==> config.mk <==
export PLATFORM = sky130hd
export DESIGN_NAME = md_seq
export DESIGN_NICKNAME = d
export VERILOG_FILES = /design/src/rtl/md_pkg.sv /design/src/rtl/md_div_step.sv /design/src/rtl/md_seq.sv
export SDC_FILE = /design/constraint.sdc
export NUM_CORES = 1
export LEC_CHECK = 0
export BUFFER_PORTS_ARGS = -buffer_cell sky130_fd_sc_hd__buf_2
export CAP_MARGIN = 20
export CORE_UTILIZATION = 40
export CTS_BUF_LIST = sky130_fd_sc_hd__clkbuf_8
export CTS_CLUSTER_DIAMETER = 120
export DETAILED_ROUTE_END_ITERATION = 7
export GPL_TIMING_DRIVEN = 0
export SLEW_MARGIN = 30
export SYNTH_ARGS = -nofsm -noshare
export SYNTH_HDL_FRONTEND = slang
export SYNTH_SLANG_ARGS = --single-unit
==> constraint.sdc <==
create_clock -name i_clk -period 6.95 [get_ports i_clk]
set_input_delay 0.695 -clock i_clk [delete_from_list [all_inputs] [get_ports i_clk]]
set_output_delay 0.695 -clock i_clk [all_outputs]
set_load 0.005 [all_outputs]
==> src/rtl/md_pkg.sv <==
// md_pkg: shared constants and state encoding for the RV32M multiply/divide sequencer
package md_pkg;
  localparam int MD_XLEN = 32;
  localparam logic [2:0] MD_MUL    = 3'b000;
  localparam logic [2:0] MD_MULH   = 3'b001;
  localparam logic [2:0] MD_MULHSU = 3'b010;
  localparam logic [2:0] MD_MULHU  = 3'b011;
  localparam logic [2:0] MD_DIV    = 3'b100;
  localparam logic [2:0] MD_DIVU   = 3'b101;
  localparam logic [2:0] MD_REM    = 3'b110;
  localparam logic [2:0] MD_REMU   = 3'b111;
  typedef enum logic [1:0] {ST_IDLE, ST_MUL, ST_DIV, ST_DONE} md_state_e;
endpackage

==> src/rtl/md_div_step.sv <==
// md_div_step: one combinational restoring-division step producing one quotient bit
module md_div_step #(
  parameter int XLEN = 32
) (
  input  logic [XLEN-1:0] rem,
  input  logic [XLEN-1:0] dvs,
  input  logic            din,
  output logic [XLEN-1:0] rem_nxt,
  output logic            q
);
  logic [XLEN:0] sh, diff;
  assign sh      = {rem, din};
  assign diff    = sh - {1'b0, dvs};
  assign q       = ~diff[XLEN];
  assign rem_nxt = q ? diff[XLEN-1:0] : sh[XLEN-1:0];
endmodule

==> src/rtl/md_seq.sv <==
// md_seq: iterative RV32M multiply/divide sequencer; MD_FAST_MUL_EN selects a single-cycle multiplier
module md_seq
  import md_pkg::*;
#(
  parameter int XLEN = MD_XLEN
) (
  input  logic            i_clk,
  input  logic            i_rst,
  input  logic            i_vld,
  input  logic            i_md,
  input  logic [2:0]      i_funct3,
  input  logic [XLEN-1:0] i_op1,
  input  logic [XLEN-1:0] i_op2,
  input  logic [4:0]      i_rd_waddr,
  input  logic            i_flush,
  output logic            o_stall,
  output logic            o_done,
  output logic [XLEN-1:0] o_res,
  output logic [4:0]      o_rd_waddr,
  output logic            o_busy
);
  localparam int CW = $clog2(XLEN);
  localparam logic [XLEN-1:0] MIN = {1'b1, {(XLEN-1){1'b0}}};
  md_state_e state, state_nxt;
  logic [2:0] f3_q;
  logic [CW-1:0] cnt;
  logic [2*XLEN-1:0] acc, acc_nxt, acc_mul, acc_div, prod;
  logic [XLEN-1:0] opb, a1, a2, drem, quo, rem, fin_res, sp_res, fast_res, skip_res;
  logic [XLEN:0] hi_sum;
  logic neg_q, rneg_q, start, is_div, s1, s2, dz, ovf, fast, skip, last, qb;
  assign start  = i_vld & i_md & (state == ST_IDLE) & ~i_flush;
  assign is_div = i_funct3[2];
  assign s1     = i_op1[XLEN-1] & (is_div ? ~i_funct3[0] : (i_funct3[1:0] != 2'b11));
  assign s2     = i_op2[XLEN-1] & (is_div ? ~i_funct3[0] : ~i_funct3[1]);
  assign a1     = s1 ? -i_op1 : i_op1;
  assign a2     = s2 ? -i_op2 : i_op2;
  assign dz     = is_div & (i_op2 == '0);
  assign ovf    = is_div & ~i_funct3[0] & (i_op1 == MIN) & (&i_op2);
  assign sp_res = dz ? (i_funct3[1] ? i_op1 : '1) : (i_funct3[1] ? '0 : MIN);
`ifdef MD_FAST_MUL_EN
  logic signed [2*XLEN+1:0] fprod;
  assign fprod    = $signed({s1, i_op1}) * $signed({s2, i_op2});
  assign fast     = ~is_div;
  assign fast_res = (i_funct3 == MD_MUL) ? fprod[XLEN-1:0] : fprod[2*XLEN-1:XLEN];
`else
  assign fast     = 1'b0;
  assign fast_res = '0;
`endif
  assign skip     = is_div ? (dz | ovf) : fast;
  assign skip_res = is_div ? sp_res : fast_res;
  assign last     = cnt == CW'(XLEN - 1);
  // acc holds {partial product high, multiplier} or {remainder, dividend/quotient}
  assign hi_sum  = {1'b0, acc[2*XLEN-1:XLEN]} + {1'b0, opb};
  assign acc_mul = acc[0] ? {hi_sum, acc[XLEN-1:1]} : {1'b0, acc[2*XLEN-1:1]};
  md_div_step #(.XLEN(XLEN)) u_step (
    .rem    (acc[2*XLEN-1:XLEN]),
    .dvs    (opb),
    .din    (acc[XLEN-1]),
    .rem_nxt(drem),
    .q      (qb)
  );
  assign acc_div = {drem, acc[XLEN-2:0], qb};
  assign acc_nxt = (state == ST_DIV) ? acc_div : acc_mul;
  assign prod    = neg_q ? -acc_nxt : acc_nxt;
  assign quo     = neg_q ? -acc_nxt[XLEN-1:0] : acc_nxt[XLEN-1:0];
  assign rem     = rneg_q ? -acc_nxt[2*XLEN-1:XLEN] : acc_nxt[2*XLEN-1:XLEN];
  assign fin_res = (state == ST_DIV) ? (f3_q[1] ? rem : quo)
                 : ((f3_q[1:0] == 2'b00) ? prod[XLEN-1:0] : prod[2*XLEN-1:XLEN]);
  always_ff @(posedge i_clk)
    state <= i_rst ? ST_IDLE : state_nxt;
  always_comb begin
    state_nxt = state;
    o_stall   = start | (state == ST_MUL) | (state == ST_DIV);
    o_done    = state == ST_DONE;
    o_busy    = state != ST_IDLE;
    unique case (state)
      ST_IDLE:        if (start) state_nxt = skip ? ST_DONE : (is_div ? ST_DIV : ST_MUL);
      ST_MUL, ST_DIV: state_nxt = i_flush ? ST_IDLE : (last ? ST_DONE : state);
      default:        state_nxt = ST_IDLE;
    endcase
  end
  always_ff @(posedge i_clk) begin
    if (i_rst) begin
      f3_q       <= '0;
      o_rd_waddr <= '0;
      o_res      <= '0;
      neg_q      <= 1'b0;
      rneg_q     <= 1'b0;
      opb        <= '0;
      acc        <= '0;
      cnt        <= '0;
    end else if (start) begin
      f3_q       <= i_funct3;
      o_rd_waddr <= i_rd_waddr;
      neg_q      <= s1 ^ s2;
      rneg_q     <= s1;
      opb        <= a2;
      acc        <= {{XLEN{1'b0}}, a1};
      cnt        <= '0;
      if (skip) o_res <= skip_res;
    end else if ((state == ST_MUL) | (state == ST_DIV)) begin
      acc <= acc_nxt;
      cnt <= cnt + 1'b1;
      if (last) o_res <= fin_res;
    end
  end
endmodule

# Word level (Yosys, flattened, before mapping)
# Cells that the tools add are included.
[classes] reduce_logical=11 bitwise_logic=18 eq_ne=9 addsub=8 mux=30
[op_table] cell="two-way mux 32 bit" count=18
[op_table] cell="two-way mux 64 bit" count=3
[op_table] cell="negation 32 bit" count=4
[op_table] cell="negation 64 bit" count=1
[op_table] cell="adder 32 x 32 -> 33 bit" count=1
[op_table] cell="subtractor 33 x 32 -> 33 bit" count=1
[op_table] cell="== test 32 bit (second input constant)" count=1
[op_table] cell="logical NOT 32 bit" count=1
[op_table] cell="AND reduction 32 bit" count=1
[op_table] cell="two-way mux 2 bit" count=5
[op_table] cell="AND 1 bit" count=9
[op_table] cell="nonzero test 2 bit" count=3
[op_table] cell="adder 5 x 1 -> 5 bit (second input constant)" count=1
[op_table] cell="== test 5 bit (second input constant)" count=1
[op_table] cell="== test 2 bit (second input constant)" count=2
[op_table] cell="logical NOT 2 bit" count=2
[op_table] cell="!= test 2 bit (second input constant)" count=2
[op_table] cell="NOT 1 bit" count=4
[op_table] cell="OR 1 bit" count=4
[op_table] cell="one-hot mux 2 bit (2 select lines)" count=1
[op_table] cell="OR reduction 2 bit" count=2
[op_table] cell="two-way mux 1 bit" count=3
[op_table] cell="!= test 3 bit (second input constant)" count=1
[op_table] cell="AND reduction 3 bit" count=1
[op_table] cell="4 further kinds" count=4
[word_totals] output_inout_bits=40 wordCells=86 in_bits=77 reg_bits=144

# Longest topological paths before layout
# Gate-level depths: netlist of run 1.
[logic_depth] depth_word=10 depth_mapped=24 depth_no_buf=22

# Hierarchy
# From an unflattened synthesis of run 1, not the netlist that was laid out.
[hier_totals] hier_cells=2192 hier_area_um2=15882.7
[modules_own_cells] mod="md_seq" cells_per_inst=1887 area_each_um2=13524.2 n_inst=1 seq_area_each_um2=2882.8
[modules_own_cells] mod="md_div_step" cells_per_inst=305 area_each_um2=2358.5 n_inst=1 seq_area_each_um2=0.0

# Worst setup path before layout of run 1
# OpenSTA, ideal clock, no wires.
[synth_path] path_type="register to register" startpoint="reg state[0]" endpoint="reg o_res[30]" path_slack_ns=1.562 stages_incl_launch_ff=23 t_arrival_ns=5.271 path_cell_list="dfxtp_1 inv_1 ha_1 buf_1 clkbuf_1 buf_1 clkbuf_1 clkbuf_1 buf_2 buf_1 buf_1 nor2_1 a31oi_1 ha_1 inv_1 a31oi_1 nand4_1 or3b_1 buf_2 or2_4 o41ai_2 o21ai_1 a22o_1"
[synth_between] elab_chain_cells=9 word_cells_on_any_way=23 classes_between="add/sub (3); eq/ne (3); mux (10); bitwise (3); reduce/logical (4)"
[synth_rtl] item="start, declared" line_no="md_seq.sv:24" text="md_state_e state, state_nxt;"
[synth_rtl] item="start signal, assigned" line_no="md_seq.sv:70" text="state <= i_rst ? ST_IDLE : state_nxt;"
[synth_rtl] item="== test 2 bit" line_no="md_seq.sv:63, md_seq.sv:67, md_seq.sv:101"
[synth_rtl] item="two-way mux 64 bit" line_no="md_seq.sv:63" text="assign acc_nxt = (state == ST_DIV) ? acc_div : acc_mul;"
[synth_rtl] item="negation 64 bit (tied with other cells)" line_no="md_seq.sv:64" text="assign prod = neg_q ? -acc_nxt : acc_nxt;"
[synth_rtl] item="two-way mux 64 bit (tied with other cells)" line_no="md_seq.sv:64"
[synth_rtl] item="two-way mux 32 bit (on tied branches)" line_no="md_seq.sv:68, md_seq.sv:67"
[synth_rtl] item="two-way mux 32 bit" line_no="md_seq.sv:67" text="assign fin_res = (state == ST_DIV) ? (f3_q[1] ? rem : quo)"
[synth_rtl] item="two-way mux 32 bit" line_no="md_seq.sv:104" text="if (last) o_res <= fin_res;"
[synth_rtl] item="two-way mux 32 bit" line_no="md_seq.sv:101" text="end else if ((state == ST_MUL) | (state == ST_DIV)) begin"
[synth_rtl] item="two-way mux 32 bit" line_no="md_seq.sv:92" text="end else if (start) begin"
[synth_rtl] item="end signal, assigned" line_no="md_seq.sv:100" text="if (skip) o_res <= skip_res;"
[synth_rtl] item="end signal, assigned" line_no="md_seq.sv:104"
[synth_rtl] item="end, declared" line_no="md_seq.sv:18" text="output logic [XLEN-1:0] o_res,"
# Several ways; a longest one is shown, not always the timed one. The select of a mux whose other input is x is not followed.
# A chain may end at the register's enable or synchronous reset.

# Worst setup path in the final report of run 1
# Ends and elaborated chain as after synthesis.

==> results of run 1 <==
placed cells by master, fill, tap and decap left out, types with 11 or more instances in the layout:
master / n
o41ai_1: 13
o21a_1: 21
and3_1: 16
o21ai_0: 165
clkbuf_1: 112
xnor2_1: 99
a311oi_1: 17
a211oi_1: 100
nand3_1: 38
clkbuf_8: 18
a21o_1: 24
a31oi_1: 28
a21oi_1: 199
nor4_1: 16
nor3_1: 76
xor2_1: 71
nor2b_1: 16
or3_1: 29
nand2b_1: 17
buf_2: 132
or2_2: 12
o211ai_1: 34
dfxtp_1: 143
and2_1: 13
nor2_1: 287
mux2i_1: 67
inv_1: 73
nand4_1: 42
ha_1: 75
nand2_1: 211
o31ai_1: 30
o21bai_1: 11
tightest hold or removal path: cells and delay by family:
| family | cells | cell delay (ns) |
|---|---|---|
| and+or+nand+nor | 1 | 0.04 |
| buffers and inverters | 1 | 0.10 |
| AOI/OAI and AO/OA | 1 | 0.05 |
where the power goes:
group / internal [uW] / leakage (uW) / switching [uW]
Combinational: 2260 / 0.00520 / 4980
Clock: 261 / 0.000176 / 398
Sequential: 982 / 0.00117 / 270
worst paths after layout:
kind | from | endpoint | slack (ns) | cells after the start
worst min register to register | o_rd_waddr[3] | o_rd_waddr[3] | 0.47 | 2
worst min-delay path | i_rd_waddr[4] | o_rd_waddr[4] | 0.40 | 3
worst max-delay path | state[0] | o_res[30] | 0.13 | 20
worst max register to register | state[0] | o_res[30] | 0.13 | 20
per-stage QoR:
stage / worst slack, ns / power [uW] / TNS, ns
global route: -0.0156 / 9620 / -0.0156
floorplan: 1.56 / 5720 / 0
finish: 0.134 / 9150 / 0
global placement: -1.55 / 8030 / -19.84
detailed placement: -1.65 / 8070 / -20.85
CTS: 0.00372 / 8780 / 0
what timing repair did:
item,CTS,global route
resized for setup,15,12
hold endpoints to repair,0,0
setup buffers,1,1
endpoints found under the setup margin,31,16
pin swaps,1,1
kinds of logic after synthesis:
logic type / after synthesis / synth area share, %
mux: 73 / 4.63
flops: 144 / 18.1
fa+ha+maj: 77 / 6.14
simple gates: 822 / 24.2
xor+xnor: 170 / 9.34
compound gates: 776 / 32.1
buf+inv: 225 / 5.52
routing by layer:
layer  global-route usage (%)  share of wire (%)  up-vias
met5                        0                  0        -
met4                     12.9                3.3        0
met3                     9.88                 11      162
met2                     56.1                 41     1124
met1                     53.4                 44     9073
li1                         -                  -     8715
cell type report:
class | instances | share of cell area (%)
multi-input cells | 1918 | 69.6
flip-flops and latches | 144 | 16.3
well taps | 518 | 3.67
plain buffers | 148 | 3.46
repair buffers | 117 | 3.35
inverters | 74 | 1.57
clock buffers | 18 | 1.40
clock inverters | 14 | 0.610
state kept, by name (all words and copies together), names as in the netlist:
name        cells
opb            32
o_rd_waddr      5
state           2
rneg_q          1
neg_q           1
cnt             5
o_res          32
acc            64
f3_q            2
==> flow_summary.json, run 1 <==
{
  "wirelength_um": 78900,
  "gr-total-overflow": 0,
  "fin_crit_ns": 6.82,
  "synth_sequential_area_ratio_pct": 18.1,
  "clock_path_buffers": 2,
  "max_slew_violation_count": 0,
  "clock_insertion_delay_at_the_later_pin_of_the_skew_report_ns": 0.54,
  "initial_core_util_pct": 40.9,
  "slew-limit-headroom_pct": 28.2,
  "netlist.top_cell.by_area": "dfxtp_1",
  "fill_cells": 4215,
  "grt_max_degree": 20,
  "first_pass_grt_wire_length_um": 115000,
  "endpoints_failing_hold": 0,
  "timing_worst_slew_pin_value_ns": 1.05,
  "portBuffers": 115,
  "floorplan.die_area_sq_mm": 0.0407,
  "fp.dieW_um": 202,
  "critical_path.max_fanout": 19,
  "layout.nets": 2574,
  "vias_per_cell": 6.46,
  "grt_antenna_before_repair": 0,
  "synth-edff-count": 0,
  "timing.final.setup_violations": 0,
  "post_synth_inst_count": 2287,
  "startpoint_type": "register",
  "post_layout_nonfiller_instances": 2951,
  "wire_per_inst_um": 26.7,
  "nets_in_the_synthesized_netlist": 2441,
  "yosys.area.top_type_share_pct": 18.1,
  "data_arrival_critical_path_ns": 7.23,
  "postRouteAntennaNets": 0,
  "htree_num_levels": 4,
  "areaGrowthSynthToFinish_pct": 10.7,
  "core_area_sq_mm": 0.0390,
  "clkTransAtPathRegs_ns": 0.09,
  "drt_iter0_drc": 2176,
  "cp_slowest_stage_delay_ns": 0.66,
  "pin_count": 117,
  "syn-cell-area_sq_mm": 0.0159,
  "fmax_mhz": 147,
  "post_synthesis_sequential_element_count": 144,
  "synth_warnings": 0,
  "hold_path.class": "input port to register",
  "floorplan.rows": 72,
  "critPathMostFrequentCell": "buf_2",
  "multi_input_comb_area_sq_mm": 0.0123,
  "critical-path-top-delay-family": "buffers and inverters",
  "max-cap-violations": 0,
  "p_leak_uw": 0.00654,
  "crit_buf_inv": 9,
  "die-height_um": 202,
  "num_vias": 19074,
  "hpwl_um": 64300,
  "regArea_sq_mm": 0.00288,
  "critical_path.endpoint_type": "register",
  "drc_errors": 0,
  "synth.most_common_cell": "nor2_1",
  "clkSinkCount": 144,
  "place_congestion": 1.02,
  "synth.avg_cell_area_sq_um": 6.97,
  "async_reset_ff_share_pct": 0,
  "timing.critical_path.required_ns": 7.36,
  "cts_tree": "done",
  "dr.pass1.iters": 6,
  "pwr_density_cell_mw_per_mm2": 518,
  "crit_path_top_delay_cell": "clkbuf_2",
  "placedCellCount": 2920,
  "finClkSkew_ns": 0.0267,
  "outcome": "finished, final reports clean",
  "ctsHoldBuffers": 0,
  "clock_tree.root_cell": "clkbuf_8",
  "finish.instance_area_sq_mm": 0.0176,
  "dpl-instance-area_sq_mm": 0.0172,
  "synthFlopType": "dfxtp_1",
  "cts_made_buffers": 17,
  "timing_worst_setup_path_type": "register to register",
  "yosys-top-cells-count": "nor2_1 (287), nand2_1 (212), a21oi_1 (200)",
  "timing.hold.ws_ns": 0.399,
  "antenna-diode-count": 0,
  "final_core_utilization_pct": 45.2,
  "power.ir.vdd_worst_mv": 0.219,
  "drive_gt1_share_pct": 9.70,
  "yosysUniqueCellTypes": 99,
  "crit_path_cell_trace": "inv_1 > ha_1 > buf_2 > clkdlybuf4s15_2 > clkbuf_2 > buf_2 > buf_2 > buf_2 > nor2_1 > a31oi_1 > ha_1 > inv_1 > a31oi_1 > nand4_1 > or3b_1 > buf_2 > or2_4 > o41ai_2 > o21ai_1 > a22o_1",
  "groute.usage.overall_pct": 38.1,
  "via_count_of_the_first_global_routing_pass": 17502,
  "post-route-period-util_pct": 98.1,
  "synth_area_leaders": "dfxtp_1 (18%), nor2_1 (6.8%), a21oi_1 (6.3%), ha_1 (5.9%), xnor2_1 (5.4%)"
}
Power figures use the tool's default switching activity.
==> inputs of run 2 (changes only) <==
--- a/config.mk
+++ b/config.mk
@@ -5,6 +5,7 @@
 export SDC_FILE = /design/constraint.sdc
 export NUM_CORES = 1
 export LEC_CHECK = 0
+export ABC_AREA = 1
 export BUFFER_PORTS_ARGS = -buffer_cell sky130_fd_sc_hd__buf_2
 export CAP_MARGIN = 20
 export CORE_UTILIZATION = 40
==> run 2 against run 1 <==
Against the previous run: worst hold slack worse by 0.071 ns; total power is 17% lower; non-clock buffer count is 33 lower; setup slack better by 1.5 ns; synthesized cell count is 41% higher; largest power group unchanged; sequential power is 11% lower; global-route usage is 1.4 points higher; cell count is 34% higher; highest routed layer is now met5; die area is 12% higher; critical endpoint is now o_res[28]; via count is 17% higher; first-iteration DRC count is 31% higher.
==> flow_summary.json, run 2 <==
{
  "grt_antenna_before_repair": 3,
  "mostFrequentLayoutCell": "nand2_1",
  "dr.pass1.iters": 6,
  "critPathMostFrequentCell": "nand2_1",
  "yosys-top-cells-count": "nand2_1 (872), inv_1 (479), nor2_1 (318)",
  "most-common-layout-cells": "nand2_1 (872), inv_1 (479), nor2_1 (318), nand3_1 (260), o21ai_0 (254)",
  "max_ffs_per_register": 64,
  "synth-edff-count": 0,
  "fin_crit_ns": 5.34,
  "synth_sequential_area_ratio_pct": 16.2,
  "fp.dieW_um": 213,
  "hold_path.class": "input port to register",
  "critical_path.endpoint_type": "register",
  "ctsHoldBuffers": 0,
  "slew-limit-headroom_pct": 27.1,
  "fmax_mhz": 187,
  "dpl-instance-area_sq_mm": 0.0191,
  "data_arrival_critical_path_ns": 5.82,
  "drc_errors": 0,
  "clkSinkCount": 144,
  "fin_tns_setup_ns": 0,
  "synth_area_leaders": "nand2_1 (18%), dfxtp_1 (16%), inv_1 (10%), nand3_1 (7.3%), o21ai_0 (7.1%)",
  "wire_per_inst_um": 22.8,
  "die-height_um": 213,
  "power.ir.vdd_worst_mv": 0.211,
  "yosys.area.top_type_share_pct": 18.4,
  "reg2reg_setup_slack_ns": 1.61,
  "crit_path_top_delay_cell": "dfxtp_1",
  "htree_num_levels": 4,
  "floorplan.die_area_sq_mm": 0.0453,
  "r2r-end": "o_res[28]",
  "hold-path-cell-count": 2,
  "nets_in_the_synthesized_netlist": 3373,
  "yosysUniqueCellTypes": 62,
  "outcome": "finished, final reports clean",
  "layout.nets": 3507,
  "portBuffers": 115,
  "postRouteAntennaNets": 0,
  "drive_gt1_share_pct": 10.1,
  "fill_cells": 4989,
  "core_area_sq_mm": 0.0435,
  "grt_setup_unrepaired": "no",
  "syn-cell-area_sq_mm": 0.0178,
  "cp_slowest_stage_delay_ns": 0.43,
  "netlist.top_cell.by_area": "nand2_1",
  "via_count_of_the_first_global_routing_pass": 19889,
  "floorplan.rows": 76,
  "timing_worst_setup_path_type": "register to register",
  "antenna-diode-count": 0,
  "biggestRegsByFlops": "acc: 64 flops, o_res: 32 flops, opb: 32 flops",
  "worstHoldStart": "i_rd_waddr[3]",
  "timing.final.setup_violations": 0,
  "cts_setup_buffers": 0,
  "grt_max_degree": 17,
  "synth_warnings": 0,
  "num_vias": 22292,
  "wirelength_um": 90100,
  "r2r_path_start": "acc[31]",
  "areaGrowthSynthToFinish_pct": 9.56,
  "place_congestion": 1.05,
  "reg_with_most_ffs": "acc",
  "finish.instance_area_sq_mm": 0.0195,
  "finClkSkew_ns": 0.0230,
  "clkTransAtPathRegs_ns": 0.11,
  "post-route-period-util_pct": 76.8,
  "vias_per_cell": 5.64,
  "groute.usage.overall_pct": 39.6,
  "startpoint_type": "register",
  "initial_core_util_pct": 40.9,
  "synthFlopType": "dfxtp_1",
  "max_slew_violation_count": 0,
  "post_synthesis_sequential_element_count": 144,
  "hpwl_um": 75200,
  "pwr_density_cell_mw_per_mm2": 391,
  "r2r.worst_path.cells": 33,
  "endpoints_failing_hold": 0,
  "async_reset_ff_share_pct": 0,
  "first_pass_grt_wire_length_um": 130000,
  "cts-resized-gates": 0,
  "clock_path_buffers": 2,
  "pin_count": 117,
  "gr-total-overflow": 0,
  "clock_insertion_delay_at_the_later_pin_of_the_skew_report_ns": 0.58,
  "post_synth_inst_count": 3219,
  "max-cap-violations": 0,
  "timing.critical_path.required_ns": 7.43,
  "cts_made_buffers": 17,
  "synth.avg_cell_area_sq_um": 5.53,
  "clock_tree.root_cell": "clkbuf_8",
  "critical_path.max_fanout": 10,
  "synth.most_common_cell": "nand2_1",
  "cts_tree": "done",
  "p_leak_uw": 0.00985,
  "drt_iter0_drc": 2844,
  "timing_worst_slew_pin_value_ns": 1.08,
  "holdPathEnd": "o_rd_waddr[3]"
}
-- run 2: cell count changes after synthesis, sizes merged, moves of 40 or more --
cell    change
nand2     +711
inv       +426
nand3     +238
a211oi    -102
o21ai      +98
xnor2      -80
nor2       +68
mux2i      -66
clkbuf     -40
-- run 2: worst max-delay path by stage --
stage	startpoint	endpoint	slack, ns	cells past startpoint
after floorplan	acc[31]	o_res[28]	3.11	33
after global placement	acc[31]	o_res[28]	1.77	33
after detailed placement	acc[31]	o_res[28]	1.77	33
after CTS	acc[31]	o_res[28]	1.75	33
after global routing	acc[31]	o_res[28]	1.34	33
final	acc[31]	o_res[28]	1.61	33
-- run 2: final cells by class --
type                            count  area, sq um  area share [%]
Tap cell                          585          732            3.75
Sequential cell                   144         2880            14.8
Buffer                            117          513            2.63
Timing Repair Buffer              115          576            2.95
Inverter                          501         1880            9.65
Clock inverter                     15          160           0.821
Multi-Input combinational cell   2457        12500            64.2
Clock buffer                       17          234            1.20
-- run 2: through the flow --
step | hold slack (ns) | power, uW | setup WS (ns) | utilization, % | std cells
2_1_floorplan | 0.429 | 4910 | 3.11 | - | 3219
4_1_cts | 0.294 | 7430 | 1.75 | 44.9 | 3951
3_3_place_gp | 0.450 | 6670 | 1.77 | 44.0 | 3919
6_report | 0.327 | 7610 | 1.61 | 44.9 | 3951
5_1_grt | 0.323 | 8090 | 1.34 | 44.9 | 3951
3_5_place_dp | 0.455 | 6670 | 1.77 | 44.0 | 3919
-- run 2: logic make-up (layout without fill, tap and decap cells) --
family | count (synthesis) | in the layout | synth area share, %
compound gates | 601 | 601 | 18.3
simple gates | 1690 | 1690 | 42.2
mux | 1 | 1 | 0.0563
fa+ha+maj | 77 | 77 | 5.50
flops | 144 | 144 | 16.2
xor+xnor | 88 | 88 | 4.33
buf+inv | 618 | 765 | 13.5
-- run 2: worst max-delay path: cells and delay by family, from the launching register on --
| family | cells | cell delay [ns] |
|---|---|---|
| flops | 1 | 0.43 |
| compound gates | 1 | 0.26 |
| fa+ha+maj | 3 | 0.92 |
| simple gates | 25 | 3.12 |
| buf+inv | 4 | 0.50 |
-- run 2: routing by layer --
layer  vias to the layer above  global-route usage [%]  part of all wire [%]
li1                      10585                       -                     -
met1                     10398                    57.6                    45
met2                      1196                    56.1                    40
met3                       109                    9.91                    12
met4                         4                    12.0                   2.6
met5                         -                       0                 0.024
-- run 2: power breakdown --
| part | switching (uW) | total (uW) | internal [uW] |
|---|---|---|---|
| Clock | 452 | 752 | 300 |
| Combinational | 4110 | 5750 | 1640 |
| Sequential | 172 | 1110 | 939 |
==> inputs of run 3 (changes only) <==
--- a/config.mk
+++ b/config.mk
@@ -5,7 +5,7 @@
 export SDC_FILE = /design/constraint.sdc
 export NUM_CORES = 1
 export LEC_CHECK = 0
-export ABC_AREA = 1
+export ABC_AREA = 0
 export BUFFER_PORTS_ARGS = -buffer_cell sky130_fd_sc_hd__buf_2
 export CAP_MARGIN = 20
 export CORE_UTILIZATION = 40
==> constraint.sdc (replaced) <==
create_clock -name i_clk -period 5.55 [get_ports i_clk]
set_input_delay 0.555 -clock i_clk [delete_from_list [all_inputs] [get_ports i_clk]]
set_output_delay 0.555 -clock i_clk [all_outputs]
set_load 0.005 [all_outputs]
==> run 3 against run 2 <==
Against the previous run: via count down 13%; global-route usage down 0.86 points; routed wire length down 10%; setup slack worse by 1.7 ns; largest cell class unchanged; critical endpoint is now o_res[2]; highest routed layer is now met4; clock-buffer cell count up 1; critical path type unchanged; core utilization up 3.4 points; the flow now finishes with violations (negative setup slack).
==> flow_summary.json, run 3 (synthesis gave the netlist of run 1 again) <==
{
  "reg_with_most_ffs": "acc",
  "placedCellCount": 2920,
  "final.setup.worst_slack_ns": -0.0487,
  "critical_path.endpoint_type": "register",
  "post_layout_nonfiller_instances": 3003,
  "grt_setup_unrepaired": "yes",
  "timing.critical_path.required_ns": 5.92,
  "critical_path.max_fanout": 8,
  "grt_max_degree": 17,
  "fp.dieW_um": 202,
  "drc_errors": 0,
  "most-common-layout-cells": "nor2_1 (285), nand2_1 (209), a21oi_1 (191), o21ai_0 (158), buf_2 (125)",
  "dr.pass1.iters": 5,
  "floorplan.rows": 72,
  "ctsHoldBuffers": 0,
  "power_uw": 12900,
  "data_arrival_critical_path_ns": 5.97,
  "postRouteAntennaNets": 0,
  "place_congestion": 1.02,
  "timing.final.setup_violations": 9,
  "via_count_of_the_first_global_routing_pass": 17770,
  "finClkSkew_ns": 0.0340,
  "clkTransAtPathRegs_ns": 0.09,
  "floorplan.die_area_sq_mm": 0.0407,
  "fin_crit_ns": 5.60,
  "die-height_um": 202,
  "timing_worst_setup_path_type": "register to register",
  "final_core_utilization_pct": 48.3,
  "crit_buf_inv": 4,
  "endpoints_failing_hold": 0,
  "critical-path-top-delay-family": "simple AND/OR/NAND/NOR gates",
  "power.ir.vdd_worst_mv": 0.311,
  "layout.nets": 2626,
  "fmax_mhz": 179,
  "clock_insertion_delay_at_the_later_pin_of_the_skew_report_ns": 0.54,
  "violations": "negative setup slack",
  "max-cap-violations": 0,
  "htree_num_levels": 4,
  "wirelength_um": 80600,
  "first_pass_grt_wire_length_um": 117000,
  "areaGrowthSynthToFinish_pct": 18.2,
  "clkSinkCount": 144,
  "portBuffers": 115,
  "vias_per_cell": 6.47,
  "groute.usage.overall_pct": 38.7,
  "dpl-instance-area_sq_mm": 0.0172,
  "p_leak_uw": 0.00698,
  "drive_gt1_share_pct": 15.8,
  "initial_core_util_pct": 40.9,
  "fin_tns_setup_ns": -0.235,
  "reg2reg_setup_slack_ns": -0.05,
  "clock_path_buffers": 2,
  "startpoint_type": "register",
  "antenna-diode-count": 0,
  "hold_path.class": "input port to register",
  "grt_antenna_before_repair": 1,
  "drt_iter0_drc": 2445,
  "cts_made_buffers": 17,
  "cp_slowest_stage_delay_ns": 0.47,
  "outcome": "complete, but fails checks",
  "finish.instance_area_sq_mm": 0.0188,
  "core_area_sq_mm": 0.0390,
  "gr-total-overflow": 0,
  "crit_path_top_delay_cell": "a311o_2",
  "max_ffs_per_register": 64,
  "clock_tree.root_cell": "clkbuf_8",
  "crit_path_cell_trace": "inv_2 > ha_4 > buf_6 > nand4_1 > or3_4 > a311o_2 > a211o_4 > a21oi_4 > buf_6 > nor3_4 > a21oi_2 > ha_2 > o211ai_1 > or3_4 > nor3_4 > and3_4 > nand3_4 > buf_4 > o21ai_2 > xor2_1 > a211oi_2 > nor4_2 > nor3_1",
  "post-route-period-util_pct": 101,
  "pwr_density_cell_mw_per_mm2": 683,
  "slew-limit-headroom_pct": 28.6,
  "mostFrequentLayoutCell": "nor2_1",
  "hpwl_um": 64300,
  "wire_per_inst_um": 26.8,
  "biggestRegsByFlops": "acc: 64 flops, o_res: 32 flops, opb: 32 flops",
  "cts_tree": "done",
  "max_slew_violation_count": 0,
  "num_vias": 19426,
  "pin_count": 117,
  "timing_worst_slew_pin_value_ns": 1.04
}
-- run 3: layout make-up --
cell class / count / area (sq um)
Timing Repair Buffer: 169 / 1050
Clock inverter: 14 / 108
Clock buffer: 18 / 248
Tap cell: 518 / 648
Fill cell: 4130 / 20200
Sequential cell: 144 / 2940
Multi-Input combinational cell: 1918 / 12800
Inverter: 74 / 280
Buffer: 148 / 731
-- run 3: metrics by stage --
step | worst slack, ns | hold slack, ns
floorplan | 0.162 | 0.449
global placement | -2.95 | 0.443
detailed placement | -3.05 | 0.453
CTS | -0.0348 | 0.235
global route | -0.162 | 0.243
finish | -0.0487 | 0.255
-- run 3: repair_timing --
item	CTS	global route
setup buffers	21	31
pin swaps	10	40
cloned	1	1
gates resized for setup	129	91
endpoints found under the setup margin	61	29
-- run 3: path summary, 6_finish.rpt --
| check | cells after the start | startpoint | to |
|---|---|---|---|
| max reg2reg | 23 | opb[20] | o_res[2] |
| min reg2reg | 2 | o_rd_waddr[3] | o_rd_waddr[3] |
| max | 23 | opb[20] | o_res[2] |
| min | 3 | i_rd_waddr[3] | o_rd_waddr[3] |
-- run 3: tightest hold or removal path: stages --
cell and delay [ns]:
buf_2 0.09, nand2_1 0.04, a21oi_1 0.05
-- run 3: per-layer routing --
layer	vias up	routed length [um]	global-route usage, %
li1	8815	-	-
met3	162	9160	9.69
met5	-	0	0
met2	1158	33700	57.2
met4	0	2550	12.7
met1	9291	35200	54.3
-- run 3: report_power, final --
group / internal (uW) / switching [uW]
clock: 326 / 499
combinational: 3660 / 6800
sequential: 1240 / 340
total: 5220 / 7640
